## src/rtl/multicycle_control_unit_if.sv

```systemverilog
// Handshake/control bundle between the multi-cycle control unit (master) and
// the memories plus shared datapath (slave).
interface multicycle_control_unit_if #(
    parameter int CNT_W = 32
);
    logic [31:0]      instr;
    logic             imem_ready;
    logic             dmem_ready;
    logic             zero;
    logic             lt;
    logic             ltu;
    logic             imem_req;
    logic             dmem_req;
    logic             memwrite;
    logic             ir_write;
    logic             pc_write;
    logic [1:0]       pc_src;
    logic             regwrite;
    logic             mem2reg;
    logic             alusrc;
    logic [3:0]       aluctl;
    logic             is_lui;
    logic             is_jal;
    logic             is_jalr;
    logic             is_auipc;
    logic             trap;
    logic [CNT_W-1:0] retire_cnt;

    modport master (
        input  instr, imem_ready, dmem_ready, zero, lt, ltu,
        output imem_req, dmem_req, memwrite, ir_write, pc_write, pc_src, regwrite,
               mem2reg, alusrc, aluctl, is_lui, is_jal, is_jalr, is_auipc, trap, retire_cnt
    );

    modport slave (
        output instr, imem_ready, dmem_ready, zero, lt, ltu,
        input  imem_req, dmem_req, memwrite, ir_write, pc_write, pc_src, regwrite,
               mem2reg, alusrc, aluctl, is_lui, is_jal, is_jalr, is_auipc, trap, retire_cnt
    );
endinterface

```

## src/rtl/multicycle_control_unit.sv

```systemverilog
// Multi-cycle RV32I control FSM: FETCH/DECODE/EXEC/MEM/WB with memory timeout and trap.
// Optional retired-instruction counter enabled by defining RETIRE_CNT_EN.
module multicycle_control_unit #(
    parameter int MEM_TIMEOUT = 16,
    parameter int CNT_W       = 32
) (
    input logic                       clk,
    input logic                       rst_n,
    multicycle_control_unit_if.master bus
);
    localparam int WAIT_W = (MEM_TIMEOUT < 2) ? 1 : $clog2(MEM_TIMEOUT);
    localparam logic [WAIT_W-1:0] WAIT_LAST = WAIT_W'(MEM_TIMEOUT - 1);

    localparam logic [3:0] ALU_AND  = 4'd0;
    localparam logic [3:0] ALU_OR   = 4'd1;
    localparam logic [3:0] ALU_ADD  = 4'd2;
    localparam logic [3:0] ALU_SUB  = 4'd3;
    localparam logic [3:0] ALU_SLTU = 4'd4;
    localparam logic [3:0] ALU_SLT  = 4'd5;
    localparam logic [3:0] ALU_XOR  = 4'd6;
    localparam logic [3:0] ALU_SLL  = 4'd7;
    localparam logic [3:0] ALU_SRL  = 4'd8;
    localparam logic [3:0] ALU_SRA  = 4'd9;

    typedef enum logic [2:0] {S_FETCH, S_DECODE, S_EXEC, S_MEM, S_WB, S_TRAP} state_t;

    typedef struct packed {
        logic       illegal;
        logic       load;
        logic       store;
        logic       branch;
        logic       jal;
        logic       jalr;
        logic       lui;
        logic       auipc;
        logic       mem2reg;
        logic       alusrc;
        logic [2:0] funct3;
        logic [3:0] aluctl;
    } dec_t;

    state_t            state, state_nx;
    dec_t              dec_d, dec_q;
    logic [6:0]        opcode;
    logic [2:0]        funct3;
    logic              f7b5;
    logic [3:0]        alu_base;
    logic [WAIT_W-1:0] wait_cnt;
    logic              timeout;
    logic              taken;
    logic              imem_req_c, dmem_req_c, memwrite_c, ir_write_c, pc_write_c, regwrite_c;
    logic [1:0]        pc_src_c;
    logic              unused_instr_bits;

    assign opcode = bus.instr[6:0];
    assign funct3 = bus.instr[14:12];
    assign f7b5   = bus.instr[30];
    assign unused_instr_bits = ^{bus.instr[31], bus.instr[29:15], bus.instr[11:7]};

    always_comb begin
        alu_base = ALU_ADD;
        case (funct3)
            3'b000: alu_base = ALU_ADD;
            3'b001: alu_base = ALU_SLL;
            3'b010: alu_base = ALU_SLT;
            3'b011: alu_base = ALU_SLTU;
            3'b100: alu_base = ALU_XOR;
            3'b101: alu_base = f7b5 ? ALU_SRA : ALU_SRL;
            3'b110: alu_base = ALU_OR;
            default: alu_base = ALU_AND;
        endcase
    end

    always_comb begin
        dec_d        = '0;
        dec_d.funct3 = funct3;
        dec_d.aluctl = ALU_ADD;
        case (opcode)
            7'h33: dec_d.aluctl = (funct3 == 3'b000 && f7b5) ? ALU_SUB : alu_base;
            7'h13: begin
                dec_d.aluctl = alu_base;
                dec_d.alusrc = 1'b1;
            end
            7'h03: begin
                dec_d.load    = 1'b1;
                dec_d.mem2reg = 1'b1;
                dec_d.alusrc  = 1'b1;
            end
            7'h23: begin
                dec_d.store  = 1'b1;
                dec_d.alusrc = 1'b1;
            end
            7'h63: begin
                dec_d.branch  = 1'b1;
                dec_d.aluctl  = ALU_SUB;
                dec_d.illegal = (funct3[2:1] == 2'b01);
            end
            7'h6F: begin
                dec_d.jal    = 1'b1;
                dec_d.alusrc = 1'b1;
            end
            7'h67: begin
                dec_d.jalr   = 1'b1;
                dec_d.alusrc = 1'b1;
            end
            7'h37: begin
                dec_d.lui    = 1'b1;
                dec_d.alusrc = 1'b1;
            end
            7'h17: begin
                dec_d.auipc  = 1'b1;
                dec_d.alusrc = 1'b1;
            end
            default: dec_d.illegal = 1'b1;
        endcase
    end

    // Decode is captured alongside the IR so the datapath sees it from DECODE on.
    always_ff @(posedge clk or negedge rst_n) begin
        if (!rst_n)          dec_q <= '0;
        else if (ir_write_c) dec_q <= dec_d;
    end

    always_ff @(posedge clk or negedge rst_n) begin
        if (!rst_n) state <= S_FETCH;
        else        state <= state_nx;
    end

    // Counts consecutive non-ready cycles; any ready or non-waiting state clears it.
    always_ff @(posedge clk or negedge rst_n) begin
        if (!rst_n)
            wait_cnt <= '0;
        else if ((state == S_FETCH && !bus.imem_ready) || (state == S_MEM && !bus.dmem_ready))
            wait_cnt <= wait_cnt + WAIT_W'(1);
        else
            wait_cnt <= '0;
    end

    assign timeout = (wait_cnt == WAIT_LAST);

    always_comb begin
        taken = 1'b0;
        case (dec_q.funct3)
            3'b000: taken = bus.zero;
            3'b001: taken = !bus.zero;
            3'b100: taken = bus.lt;
            3'b101: taken = !bus.lt;
            3'b110: taken = bus.ltu;
            3'b111: taken = !bus.ltu;
            default: taken = 1'b0;
        endcase
    end

    always_comb begin
        state_nx   = state;
        imem_req_c = 1'b0;
        dmem_req_c = 1'b0;
        memwrite_c = 1'b0;
        ir_write_c = 1'b0;
        pc_write_c = 1'b0;
        regwrite_c = 1'b0;
        pc_src_c   = 2'd0;
        case (state)
            S_FETCH: begin
                imem_req_c = 1'b1;
                if (bus.imem_ready) begin
                    ir_write_c = 1'b1;
                    state_nx   = S_DECODE;
                end else if (timeout) begin
                    state_nx = S_TRAP;
                end
            end
            S_DECODE: state_nx = dec_q.illegal ? S_TRAP : S_EXEC;
            S_EXEC: begin
                if (dec_q.branch) begin
                    pc_write_c = 1'b1;
                    pc_src_c   = taken ? 2'd1 : 2'd0;
                    state_nx   = S_FETCH;
                end else if (dec_q.load || dec_q.store) begin
                    state_nx = S_MEM;
                end else begin
                    state_nx = S_WB;
                end
            end
            S_MEM: begin
                dmem_req_c = 1'b1;
                memwrite_c = dec_q.store;
                if (bus.dmem_ready) begin
                    if (dec_q.store) begin
                        pc_write_c = 1'b1;
                        state_nx   = S_FETCH;
                    end else begin
                        state_nx = S_WB;
                    end
                end else if (timeout) begin
                    state_nx = S_TRAP;
                end
            end
            S_WB: begin
                regwrite_c = 1'b1;
                pc_write_c = 1'b1;
                pc_src_c   = dec_q.jal ? 2'd1 : (dec_q.jalr ? 2'd2 : 2'd0);
                state_nx   = S_FETCH;
            end
            default: state_nx = S_TRAP;
        endcase
    end

    // Strobes are gated by rst_n so they drop immediately when reset asserts.
    assign bus.imem_req = imem_req_c & rst_n;
    assign bus.dmem_req = dmem_req_c & rst_n;
    assign bus.memwrite = memwrite_c & rst_n;
    assign bus.ir_write = ir_write_c & rst_n;
    assign bus.pc_write = pc_write_c & rst_n;
    assign bus.regwrite = regwrite_c & rst_n;
    assign bus.pc_src   = pc_src_c & {2{rst_n}};
    assign bus.trap     = (state == S_TRAP);
    assign bus.mem2reg  = dec_q.mem2reg;
    assign bus.alusrc   = dec_q.alusrc;
    assign bus.aluctl   = dec_q.aluctl;
    assign bus.is_lui   = dec_q.lui;
    assign bus.is_jal   = dec_q.jal;
    assign bus.is_jalr  = dec_q.jalr;
    assign bus.is_auipc = dec_q.auipc;

`ifdef RETIRE_CNT_EN
    logic [CNT_W-1:0] retire_q;

    always_ff @(posedge clk or negedge rst_n) begin
        if (!rst_n)          retire_q <= '0;
        else if (pc_write_c) retire_q <= retire_q + CNT_W'(1);
    end

    assign bus.retire_cnt = retire_q;
`else
    assign bus.retire_cnt = {CNT_W{1'b0}};
`endif
endmodule
```

## src/flat_wrapper.sv

```systemverilog
// flat-port wrapper written by rule: the top's interface ports become plain ports
module multicycle_control_unit_flat 
#(
    parameter int MEM_TIMEOUT = 16,
    parameter int CNT_W       = 32
)
  (clk, rst_n, bus_instr, bus_imem_ready, bus_dmem_ready, bus_zero, bus_lt, bus_ltu, bus_imem_req, bus_dmem_req, bus_memwrite, bus_ir_write, bus_pc_write, bus_pc_src, bus_regwrite, bus_mem2reg, bus_alusrc, bus_aluctl, bus_is_lui, bus_is_jal, bus_is_jalr, bus_is_auipc, bus_trap, bus_retire_cnt);
  multicycle_control_unit_if #(.CNT_W(CNT_W)) bus_i ();
  input logic clk;
  input logic rst_n;
  input wire logic [$bits(bus_i.instr)-1:0] bus_instr;
  input wire logic [$bits(bus_i.imem_ready)-1:0] bus_imem_ready;
  input wire logic [$bits(bus_i.dmem_ready)-1:0] bus_dmem_ready;
  input wire logic [$bits(bus_i.zero)-1:0] bus_zero;
  input wire logic [$bits(bus_i.lt)-1:0] bus_lt;
  input wire logic [$bits(bus_i.ltu)-1:0] bus_ltu;
  output wire logic [$bits(bus_i.imem_req)-1:0] bus_imem_req;
  output wire logic [$bits(bus_i.dmem_req)-1:0] bus_dmem_req;
  output wire logic [$bits(bus_i.memwrite)-1:0] bus_memwrite;
  output wire logic [$bits(bus_i.ir_write)-1:0] bus_ir_write;
  output wire logic [$bits(bus_i.pc_write)-1:0] bus_pc_write;
  output wire logic [$bits(bus_i.pc_src)-1:0] bus_pc_src;
  output wire logic [$bits(bus_i.regwrite)-1:0] bus_regwrite;
  output wire logic [$bits(bus_i.mem2reg)-1:0] bus_mem2reg;
  output wire logic [$bits(bus_i.alusrc)-1:0] bus_alusrc;
  output wire logic [$bits(bus_i.aluctl)-1:0] bus_aluctl;
  output wire logic [$bits(bus_i.is_lui)-1:0] bus_is_lui;
  output wire logic [$bits(bus_i.is_jal)-1:0] bus_is_jal;
  output wire logic [$bits(bus_i.is_jalr)-1:0] bus_is_jalr;
  output wire logic [$bits(bus_i.is_auipc)-1:0] bus_is_auipc;
  output wire logic [$bits(bus_i.trap)-1:0] bus_trap;
  output wire logic [$bits(bus_i.retire_cnt)-1:0] bus_retire_cnt;
  assign bus_i.instr = bus_instr;
  assign bus_i.imem_ready = bus_imem_ready;
  assign bus_i.dmem_ready = bus_dmem_ready;
  assign bus_i.zero = bus_zero;
  assign bus_i.lt = bus_lt;
  assign bus_i.ltu = bus_ltu;
  assign bus_imem_req = bus_i.imem_req;
  assign bus_dmem_req = bus_i.dmem_req;
  assign bus_memwrite = bus_i.memwrite;
  assign bus_ir_write = bus_i.ir_write;
  assign bus_pc_write = bus_i.pc_write;
  assign bus_pc_src = bus_i.pc_src;
  assign bus_regwrite = bus_i.regwrite;
  assign bus_mem2reg = bus_i.mem2reg;
  assign bus_alusrc = bus_i.alusrc;
  assign bus_aluctl = bus_i.aluctl;
  assign bus_is_lui = bus_i.is_lui;
  assign bus_is_jal = bus_i.is_jal;
  assign bus_is_jalr = bus_i.is_jalr;
  assign bus_is_auipc = bus_i.is_auipc;
  assign bus_trap = bus_i.trap;
  assign bus_retire_cnt = bus_i.retire_cnt;
  multicycle_control_unit #(.MEM_TIMEOUT(MEM_TIMEOUT), .CNT_W(CNT_W)) u_core (.clk(clk), .rst_n(rst_n), .bus(bus_i));
endmodule
```

## config.mk

```make
export PLATFORM = sky130hd
export DESIGN_NAME = multicycle_control_unit_flat
export DESIGN_NICKNAME = d
export VERILOG_FILES = /design/src/rtl/multicycle_control_unit_if.sv /design/src/rtl/multicycle_control_unit.sv /design/src/flat_wrapper.sv
export SDC_FILE = /design/constraint.sdc
export NUM_CORES = 1
export LEC_CHECK = 0
export BUFFER_PORTS_ARGS = -buffer_cell sky130_fd_sc_hd__buf_2
export CAP_MARGIN = 30
export CORE_ASPECT_RATIO = 1.4
export CORE_MARGIN = 3
export CORE_UTILIZATION = 44
export DETAILED_ROUTE_END_ITERATION = 10
export PLACE_DENSITY = 0.8
export SYNTH_ARGS = -nofsm -noshare
export SYNTH_HDL_FRONTEND = slang
export SYNTH_SLANG_ARGS = --single-unit
```

## constraint.sdc

```tcl
create_clock -name clk -period 2.2 [get_ports clk]
set_input_delay 0.11 -clock clk [delete_from_list [all_inputs] [get_ports clk]]
set_output_delay 0.11 -clock clk [all_outputs]
set_load 0.01 [all_outputs]
```

# Yosys cells after proc, flatten, opt, wreduce, memory -nomap -nowiden

Cells that the tools add are included.

$add $sub $neg: 1
Multiply operators: 0
Divide/modulo/power cells: 0
Order comparisons: 0
Equal/unequal tests: 27
Shift operators: 0
Muxes and demuxes: 38
Bitwise operators: 7
Reductions and logical operators: 15

Operators by type and width:

| operator                                      | count |
|---|---|
| one-hot mux 4 bit (7 select lines)            | 1 |
| == test 3 bit, second input constant          | 9 |
| == test 7 x 6 -> 1 bit, second input constant | 3 |
| == test 7 bit, second input constant          | 3 |
| two-way mux 3 bit                             | 7 |
| two-way mux 1 bit                             | 19 |
| one-hot mux 3 bit (5 select lines)            | 1 |
| == test 7 x 5 -> 1 bit, second input constant | 2 |
| == test 3 x 2 -> 1 bit, second input constant | 4 |
| one-hot mux 4 bit (3 select lines)            | 1 |
| == test 3 x 1 -> 1 bit, second input constant | 3 |
| logical NOT 3 bit                             | 3 |
| two-way mux 4 bit                             | 2 |
| OR reduction 8 bit                            | 1 |
| == test 7 x 2 -> 1 bit, second input constant | 1 |
| OR reduction 7 bit                            | 1 |
| bitwise AND 1 bit                             | 6 |
| two-way mux 2 bit                             | 3 |
| one-hot mux 1 bit (6 select lines)            | 1 |
| logical NOT 1 bit                             | 5 |
| adder 4 x 1 -> 4 bit, second input constant   | 1 |
| == test 4 bit, second input constant          | 1 |
| one-hot mux 2 bit (2 select lines)            | 1 |
| logical AND 1 bit                             | 3 |
| other kinds (5)                               | 6 |

Bits in registers: 23
Bits in latches: 0
Memory bits (writable): 0
Memory bits (read-only): 0
Output and inout bits: 51
Memories kept: 0

# Logic depth before layout (Yosys ltp)

Gate-level depths: netlist of run 1.

Word-level depth: 6
Mapped depth: 5
Mapped depth without buffers: 5

# Least setup slack after synthesis of run 1

Ideal clock, no wire load.

Path kind: reg-to-reg
Start point: register u_core.state[0]
End point: register u_core.dec_q (netlist bit u_core.bus.aluctl[1])
Data arrival time: 1.398 ns
Data required time: 2.074 ns
Setup slack: 0.676 ns
Cell stages (with the launch flop): 5
Buffers on the path: 0
Period minus slack after synthesis: 1.524 ns
Cells stage by stage: dfrtp_1 > nor2_4 > nand3b_4 > or3_1 > o32a_1

Word-level cells in the longest chain between the ends: 2

RTL lines:

| element                | RTL line                       | source |
|---|---|---|
| start, declared        | multicycle_control_unit.sv:42  | `state_t state, state_nx;` |
| start signal, assigned | multicycle_control_unit.sv:126 | `else state <= state_nx;` |
| logical NOT 3 bit      | multicycle_control_unit.sv:163 | `case (state)` |
| two-way mux 1 bit      | multicycle_control_unit.sv:163 |  |
| end signal, assigned   | multicycle_control_unit.sv:120 | `if (!rst_n) dec_q <= '0;` |
| end signal, assigned   | multicycle_control_unit.sv:121 | `else if (ir_write_c) dec_q <= dec_d;` |
| end, declared          | multicycle_control_unit.sv:43  | `dec_t dec_d, dec_q;` |

No other way between the ends.
A chain may end at the register's enable or synchronous reset.

# Worst setup path in the final report of run 1

Same ends and word-level chain as after synthesis.

==> qor.log, run 1 <==
INFO  drt            dr_total_vias=1,323
INFO  logic_synthesis post_synthesis_compound_gate_area_fraction=0.1561
INFO  layout         regArea=575.6um2
INFO  worst_setup_path critical_path.startpoint_type=flop
INFO  power_and_ir_drop total_power=0.7933mW
INFO  logic_synthesis synth_top_cells_by_area=dfrtp_1, buf_4, nand2_1, o21ai_0, a21oi_1
INFO  power_and_ir_drop power.leakage=0.8856nW
INFO  logic_synthesis yosys.area_share.adder=0.007728
INFO  logic_synthesis postSynthRegisterBits=23
INFO  die            ios=90
INFO  drt            firstDrtPassIters=4
INFO  logic_synthesis synth_enable_flop_cells=0
INFO  timing         setup_viol=0
INFO  global_route   grt-ovfl-total=0
INFO  timing         grt_setup_unrepaired=no
INFO  outcome        outcome=finished, final reports clean
INFO  clock_network  htreeDepth=1
INFO  drt            avgRoutedWirePerCell=12.36um
INFO  die            die_w=57.27um
INFO  worst_setup_path worstPathArrival=1.92ns
INFO  clock_network  tritoncts=built
INFO  power_and_ir_drop pwr_density_cell=453.5nW/um2
INFO  timing         post-route-worst-setup-slack=0.4349ns
INFO  global_route   wire_length_of_the_first_global_routing_pass=5223um
INFO  global_route   grtUsageTotal=0.1460
INFO  placed_design  preCtsSetupSlack=0.4441ns
INFO  logic_synthesis post_syn_area_per_cell=8.521um2
INFO  layout         most_common_cell_after_layout_fill_and_taps_aside=buf_2
INFO  timing         worst_pin_slew=0.6772ns
INFO  worst_setup_path crit_path_max_fanout=15
INFO  logic_synthesis synth_top_family_by_area=simple AND/OR/NAND/NOR gates
INFO  layout         area_growth_syn_to_layout=8.037%
INFO  placed_design  hpwlAfterDp=2555um
INFO  logic_synthesis yosysTopAreaCell=dfrtp_1
INFO  global_route   first_global_vias=1,169
INFO  logic_synthesis synthSimpleGateAreaFrac=0.2519
INFO  die            coreArea=3441um2
INFO  drt            initialDrtViolationCount=30
INFO  clock_network  cts_made_buffers=3
INFO  logic_synthesis netlist-cell-type-count=45
INFO  timing         finClkSkew=0.009646ns
INFO  logic_synthesis yosys_warnings=0
INFO  placed_design  place.detailed.instances=257
INFO  worst_setup_path worst-r2r-cell-count=4
INFO  clock_network  cts.path.max_buffers=2
INFO  worst_setup_path critPathCaptureType=flop
INFO  power_and_ir_drop vdd.ir_drop.worst=0.4182mV
INFO  drt            postRouteAntennaNets=0
INFO  timing         fmax=566.5MHz
INFO  logic_synthesis synthFlopType=dfrtp_1
INFO  clock_network  root_buffer_master=clkbuf_8
INFO  timing         slew_viol_final=0
INFO  logic_synthesis post_synthesis_share_of_cell_area_spent_on_xor_and_xnor_gates=0.02705
INFO  die            core.rowCount=25
INFO  die            starting_utilization_of_the_core_area=0.4705
INFO  worst_setup_path critPathRequiredTime=2.35ns
INFO  logic_synthesis synth_top_area_share=0.3555
INFO  layout         final.fill_count=350
INFO  layout         diodes=0
INFO  clock_network  clk_pin_slew_worst_paths=0.09ns
INFO  placed_design  port-buffer-count=36
INFO  die            fp.dieArea=4454um2
INFO  layout         multi_input_comb_area=847.1um2
INFO  worst_hold_path min_delay_path_depth=2
INFO  placed_design  finalWeightedCongestion=0.8297
INFO  logic_synthesis synth.area.mux_share=0.006182
INFO  drt            postRouteWirelength=3238um
INFO  timing         timing.final.hold_violations=0
INFO  clock_network  clkSinkCount=23
INFO  flow_run       maxCapViolCount=0
INFO  worst_setup_path crit_type=reg2reg
INFO  die            fp.dieH=77.78um
INFO  logic_synthesis syn_area=1619um2
INFO  timing         post-route-min-period=1.765ns
INFO  clock_network  post_cts.resized_instances=0
INFO  layout         layout.cells.most_common_list=buf_2, conb_1, nand2_1, dfrtp_1
INFO  timing         slew_headroom=0.5473
INFO  layout         fin_nets=263
INFO  layout         layout-drive-gt1-share=0.2162
INFO  drt            remaining_drc_errors=0
INFO  clock_network  number_of_post_cts_setup_repair_buffers=0
INFO  logic_synthesis synth.yosys.seq_area_share=0.3555
INFO  global_route   grt_start_max_net_pins=25
INFO  timing         tns=0ns
INFO  layout         post_layout_nonfiller_instances=262
INFO  timing         crit_share_post_route=0.8023
INFO  drt            via_density_per_instance=5.050
INFO  clock_network  cts_hold_repair.buffers=1
INFO  global_route   antenna_found_initial=0
INFO  logic_synthesis synth_cells=190
INFO  worst_hold_path hp-class=in2reg
INFO  logic_synthesis synth_async_sr_flop_share=1.000
INFO  clock_network  clkLatencyLatePin=0.27ns
[cells by family after synthesis]
family	Yosys count
and+or+nand+nor	72
buffers and inverters	47
AOI/OAI and AO/OA	40
DFF	23
xor gates and xnor gates	5
adders and majority gates	1
other	1
muxes	1
[stage by stage]
stage	instance area (um2)	hold slack, ns	utilization
after detailed placement	1690	0.03861	0.4913
after CTS	1749	0.07608	0.5084
final	1749	0.07999	0.5084
after global routing	1749	0.08980	0.5084
after floorplan	1735	-0.1856	-
after global placement	1690	0.03591	0.4913
[worst paths after layout]
check,start,to,slack (ns)
min in group asynchronous,rst_n,u_core.state[1],0.29
hold / removal,bus_instr[4],u_core.dec_q[14],0.08
setup reg to reg,u_core.state[0],u_core.bus.aluctl[1],0.43
hold reg to reg,u_core.wait_cnt[0],u_core.wait_cnt[0],0.47
max in group asynchronous,rst_n,u_core.bus.aluctl[1],1.42
setup / recovery,u_core.state[0],u_core.bus.aluctl[1],0.43
[registers in the layout (all words and copies together) (netlist names)]
| register | cells |
|---|---|
| u_core.bus.alusrc | 1 |
| u_core.state | 3 |
| u_core.bus.is_auipc | 1 |
| u_core.bus.is_lui | 1 |
| u_core.bus.is_jalr | 1 |
| u_core.dec_q | 7 |
| u_core.wait_cnt | 4 |
| u_core.bus.is_jal | 1 |
| u_core.bus.aluctl | 4 |
[Yosys cell counts (3+ instances only)]
library cell  number
a21oi_1           11
and3b_1            3
dfrtp_1           23
clkbuf_1           6
inv_1              4
nor2b_1            4
buf_4             36
xor2_1             4
nand2b_1           5
nand2_1           25
nor2_1            12
nand3_1            5
o31ai_1            3
o21ai_0           12
[area by class of cell]
class,count,area share
clock buffers,3,0.02361
clock inverters,1,0.004292
inverters,4,0.008584
multi-input cells,151,0.4843
flip-flops and latches,23,0.3290
well taps,40,0.02861
repair buffers,40,0.1216
[per-layer routing]
| metal | GRT usage | vias up | wire length (um) |
|---|---|---|---|
| li1 | - | 653 | - |
| met4 | 0.05336 | 0 | 43 |
| met2 | 0.2391 | 57 | 1632 |
| met5 | 0 | - | 0 |
| met3 | 0.03661 | 5 | 279 |
| met1 | 0.1831 | 608 | 1282 |
[critical path, stage by stage (launching register included)]
cell      delay (ns)
dfrtp_1         0.57
nor2_4          0.22
nand3b_4        0.09
or3_1           0.40
o32a_1          0.36
[power breakdown]
group	leakage (nW)	switching, mW	internal [mW]
combinational	0.560	0.0662	0.0307
clock	0.0217	0.139	0.128
sequential	0.304	0.00290	0.426
(Power assumes the default switching activity.)
==> run 2: changes to the inputs <==
--- a/config.mk
+++ b/config.mk
@@ -5,11 +5,12 @@
 export SDC_FILE = /design/constraint.sdc
 export NUM_CORES = 1
 export LEC_CHECK = 0
+export ABC_AREA = 1
 export BUFFER_PORTS_ARGS = -buffer_cell sky130_fd_sc_hd__buf_2
 export CAP_MARGIN = 30
 export CORE_ASPECT_RATIO = 1.4
 export CORE_MARGIN = 3
-export CORE_UTILIZATION = 44
+export CORE_UTILIZATION = 45
 export DETAILED_ROUTE_END_ITERATION = 10
 export PLACE_DENSITY = 0.8
 export SYNTH_ARGS = -nofsm -noshare
==> constraint.sdc (replaced) <==
create_clock -name clk -period 1.7 [get_ports clk]
set_input_delay 0.085 -clock clk [delete_from_list [all_inputs] [get_ports clk]]
set_output_delay 0.085 -clock clk [all_outputs]
set_load 0.01 [all_outputs]
==> run 2 against run 1 <==
Compared with the run above:
- flip-flop and latch count stayed put
- first-iteration DRC count is 6.7% lower
- highest routed layer unchanged
- largest cell class unchanged
- synthesized cell count is 23% higher
==> qor.log, run 2 <==
INFO  global_route   grtUsageTotal=0.1430
INFO  clock_network  cts.path.max_buffers=2
INFO  worst_hold_path min_delay_path_depth=3
INFO  global_route   grt-ovfl-total=0
INFO  global_route   antenna_found_initial=0
INFO  placed_design  preCtsSetupSlack=0.3042ns
INFO  logic_synthesis synthFlopType=dfrtp_1
INFO  drt            avgRoutedWirePerCell=10.37um
INFO  die            ios=90
INFO  layout         layout-drive-gt1-share=0.2344
INFO  placed_design  hpwlAfterDp=2642um
INFO  worst_hold_path min_delay_worst_endpoint=u_core.bus.is_jal
INFO  layout         largest-register=u_core.dec_q
INFO  layout         multi_input_comb_area=798.3um2
INFO  drt            postRouteAntennaNets=0
INFO  worst_setup_path worst-r2r-cell-count=6
INFO  worst_setup_path critPathCaptureType=output pin
INFO  outcome        outcome=finished, final reports clean
INFO  clock_network  clkSinkCount=23
INFO  logic_synthesis yosysTopAreaCell=dfrtp_1
INFO  power_and_ir_drop total_power=1.031mW
INFO  flow_run       maxCapViolCount=0
INFO  timing         fmax=629.1MHz
INFO  worst_setup_path crit_path_max_fanout=3
INFO  logic_synthesis netlist_top_cells_count=nand2_1, buf_4, inv_1
INFO  worst_hold_path worstHoldStart=bus_instr[3]
INFO  logic_synthesis post_syn_area_per_cell=7.180um2
INFO  logic_synthesis postSynthRegisterBits=23
INFO  power_and_ir_drop pwr_density_cell=561.9nW/um2
INFO  layout         finalInstanceArea=1834um2
INFO  timing         setup_viol=0
INFO  die            starting_utilization_of_the_core_area=0.4818
INFO  global_route   first_global_vias=1,284
INFO  clock_network  clkLatencyLatePin=0.26ns
INFO  die            fp.dieH=78.14um
INFO  timing         tns=0ns
INFO  timing         crit_share_post_route=0.9350
INFO  worst_setup_path reg2reg_from=u_core.state[1]
INFO  power_and_ir_drop power.leakage=1.028nW
INFO  timing         grt_setup_unrepaired=yes
INFO  logic_synthesis synth.yosys.seq_area_share=0.3441
INFO  timing         slew_viol_final=0
INFO  clock_network  tritoncts=built
INFO  layout         layout.cells.most_common_list=nand2_1, buf_2, conb_1, inv_1, nor2_1
INFO  logic_synthesis synth_top_cells_by_area=dfrtp_1, buf_4, nand2_1, inv_1, nor2_1
INFO  logic_synthesis synth_async_sr_flop_share=1.000
INFO  worst_setup_path timing.reg2reg.setup_slack=0.27ns
INFO  worst_hold_path hp-class=in2reg
INFO  timing         post-route-worst-setup-slack=0.1104ns
INFO  worst_setup_path crit_type=reg2out
INFO  timing         post-route-min-period=1.590ns
INFO  placed_design  place.detailed.instances=304
INFO  drt            firstDrtPassIters=4
INFO  worst_setup_path regToRegEndpoint=u_core.bus.is_lui
INFO  logic_synthesis synthMostInstantiatedCell=nand2_1
INFO  worst_setup_path worstPathArrival=1.50ns
INFO  timing         finClkSkew=0.002042ns
INFO  logic_synthesis synth_enable_flop_cells=0
INFO  timing         timing.final.hold_violations=0
INFO  placed_design  finalWeightedCongestion=0.8472
INFO  placed_design  port-buffer-count=36
INFO  clock_network  clk_pin_slew_worst_paths=0.08ns
INFO  drt            via_density_per_instance=4.684
INFO  layout         final_util=0.5283
INFO  logic_synthesis synth_cells=233
INFO  global_route   wire_length_of_the_first_global_routing_pass=5175um
INFO  logic_synthesis synth_top_area_share=0.3441
INFO  layout         largest_register_ff_count=7
INFO  placed_design  place_area=1729um2
INFO  die            core.rowCount=25
INFO  worst_setup_path critPathRequiredTime=1.62ns
INFO  layout         final.fill_count=356
INFO  drt            remaining_drc_errors=0
INFO  layout         post_layout_nonfiller_instances=313
INFO  worst_setup_path critical_path.startpoint_type=flop
INFO  clock_network  cts_made_buffers=3
INFO  layout         area_growth_syn_to_layout=9.649%
INFO  power_and_ir_drop vdd.ir_drop.worst=0.3638mV
INFO  clock_network  root_buffer_master=clkbuf_8
INFO  logic_synthesis netlist-cell-type-count=27
INFO  die            die_w=57.53um
INFO  drt            dr_total_vias=1,466
INFO  die            coreArea=3472um2
INFO  drt            postRouteWirelength=3245um
INFO  timing         post_route_hold_slack=0.07907ns
INFO  layout         fin_nets=314
INFO  layout         diodes=0
INFO  layout         most_common_cell_after_layout_fill_and_taps_aside=nand2_1
INFO  die            fp.dieArea=4495um2
INFO  logic_synthesis syn_area=1673um2
INFO  layout         regArea=576.8um2
INFO  drt            initialDrtViolationCount=28
INFO  global_route   grt_start_max_net_pins=19
INFO  clock_network  htreeDepth=1
INFO  logic_synthesis yosys_warnings=0
-- run 2: area by class of cell --
cell class / count / share of cell area
Clock buffer: 3 / 0.02251
Clock inverter: 1 / 0.002729
Inverter: 30 / 0.06548
Multi-Input combinational cell: 172 / 0.4352
Sequential cell: 23 / 0.3145
Tap cell: 40 / 0.02729
Timing Repair Buffer: 44 / 0.1323
-- run 2: logic make-up after synthesis --
group	synth area share
simple gates	0.3179
buf+inv	0.2543
flops	0.3441
compound gates	0.06880
xor+xnor	0.005237
fa+ha+maj	0.007478
other cells	0.002242
-- run 2: how the worst max path moves through the flow --
stage	slack, ns	startpoint	to
after global routing	-0.006	u_core.state[2]	bus_pc_write
after global placement	0.32	u_core.state[2]	bus_ir_write
after detailed placement	0.30	u_core.state[2]	bus_ir_write
final	0.11	u_core.dec_q[6]	bus_pc_src[0]
after CTS	0.003	u_core.state[2]	bus_ir_write
after floorplan	0.48	u_core.state[2]	bus_pc_src[1]
-- run 2: critical path, stage by stage, from the launching register on --
cell,delay (ns)
dfrtp_1,0.40
inv_1,0.09
nand2_1,0.07
nand3_1,0.07
nand2_1,0.05
o21ai_1,0.21
nand2_1,0.09
a21oi_1,0.12
buf_2,0.14
-- run 2: routing by layer --
metal / track usage / part of all wire / vias up
met2: 0.2557 / 0.50 / 55
met1: 0.1556 / 0.40 / 659
met5: 0 / 0 / -
met4: 0.08353 / 0.029 / 0
met3: 0.01974 / 0.072 / 8
li1: - / - / 744
-- run 2: repair_timing --
| item | CTS | global route |
|---|---|---|
| gates resized for setup | 0 | 6 |
| hold buffers | 1 | 0 |
| endpoints found under the hold margin | 23 | 0 |
| setup endpoints to repair | 0 | 4 |
| setup buffers | 0 | 4 |
-- run 2: where the power goes --
| part | switching, mW | internal, mW | total [mW] |
|---|---|---|---|
| clock network | 0.169 | 0.163 | 0.332 |
| registers | 0.00747 | 0.558 | 0.565 |
| logic | 0.0947 | 0.0389 | 0.134 |
| total | 0.271 | 0.760 | 1.03 |
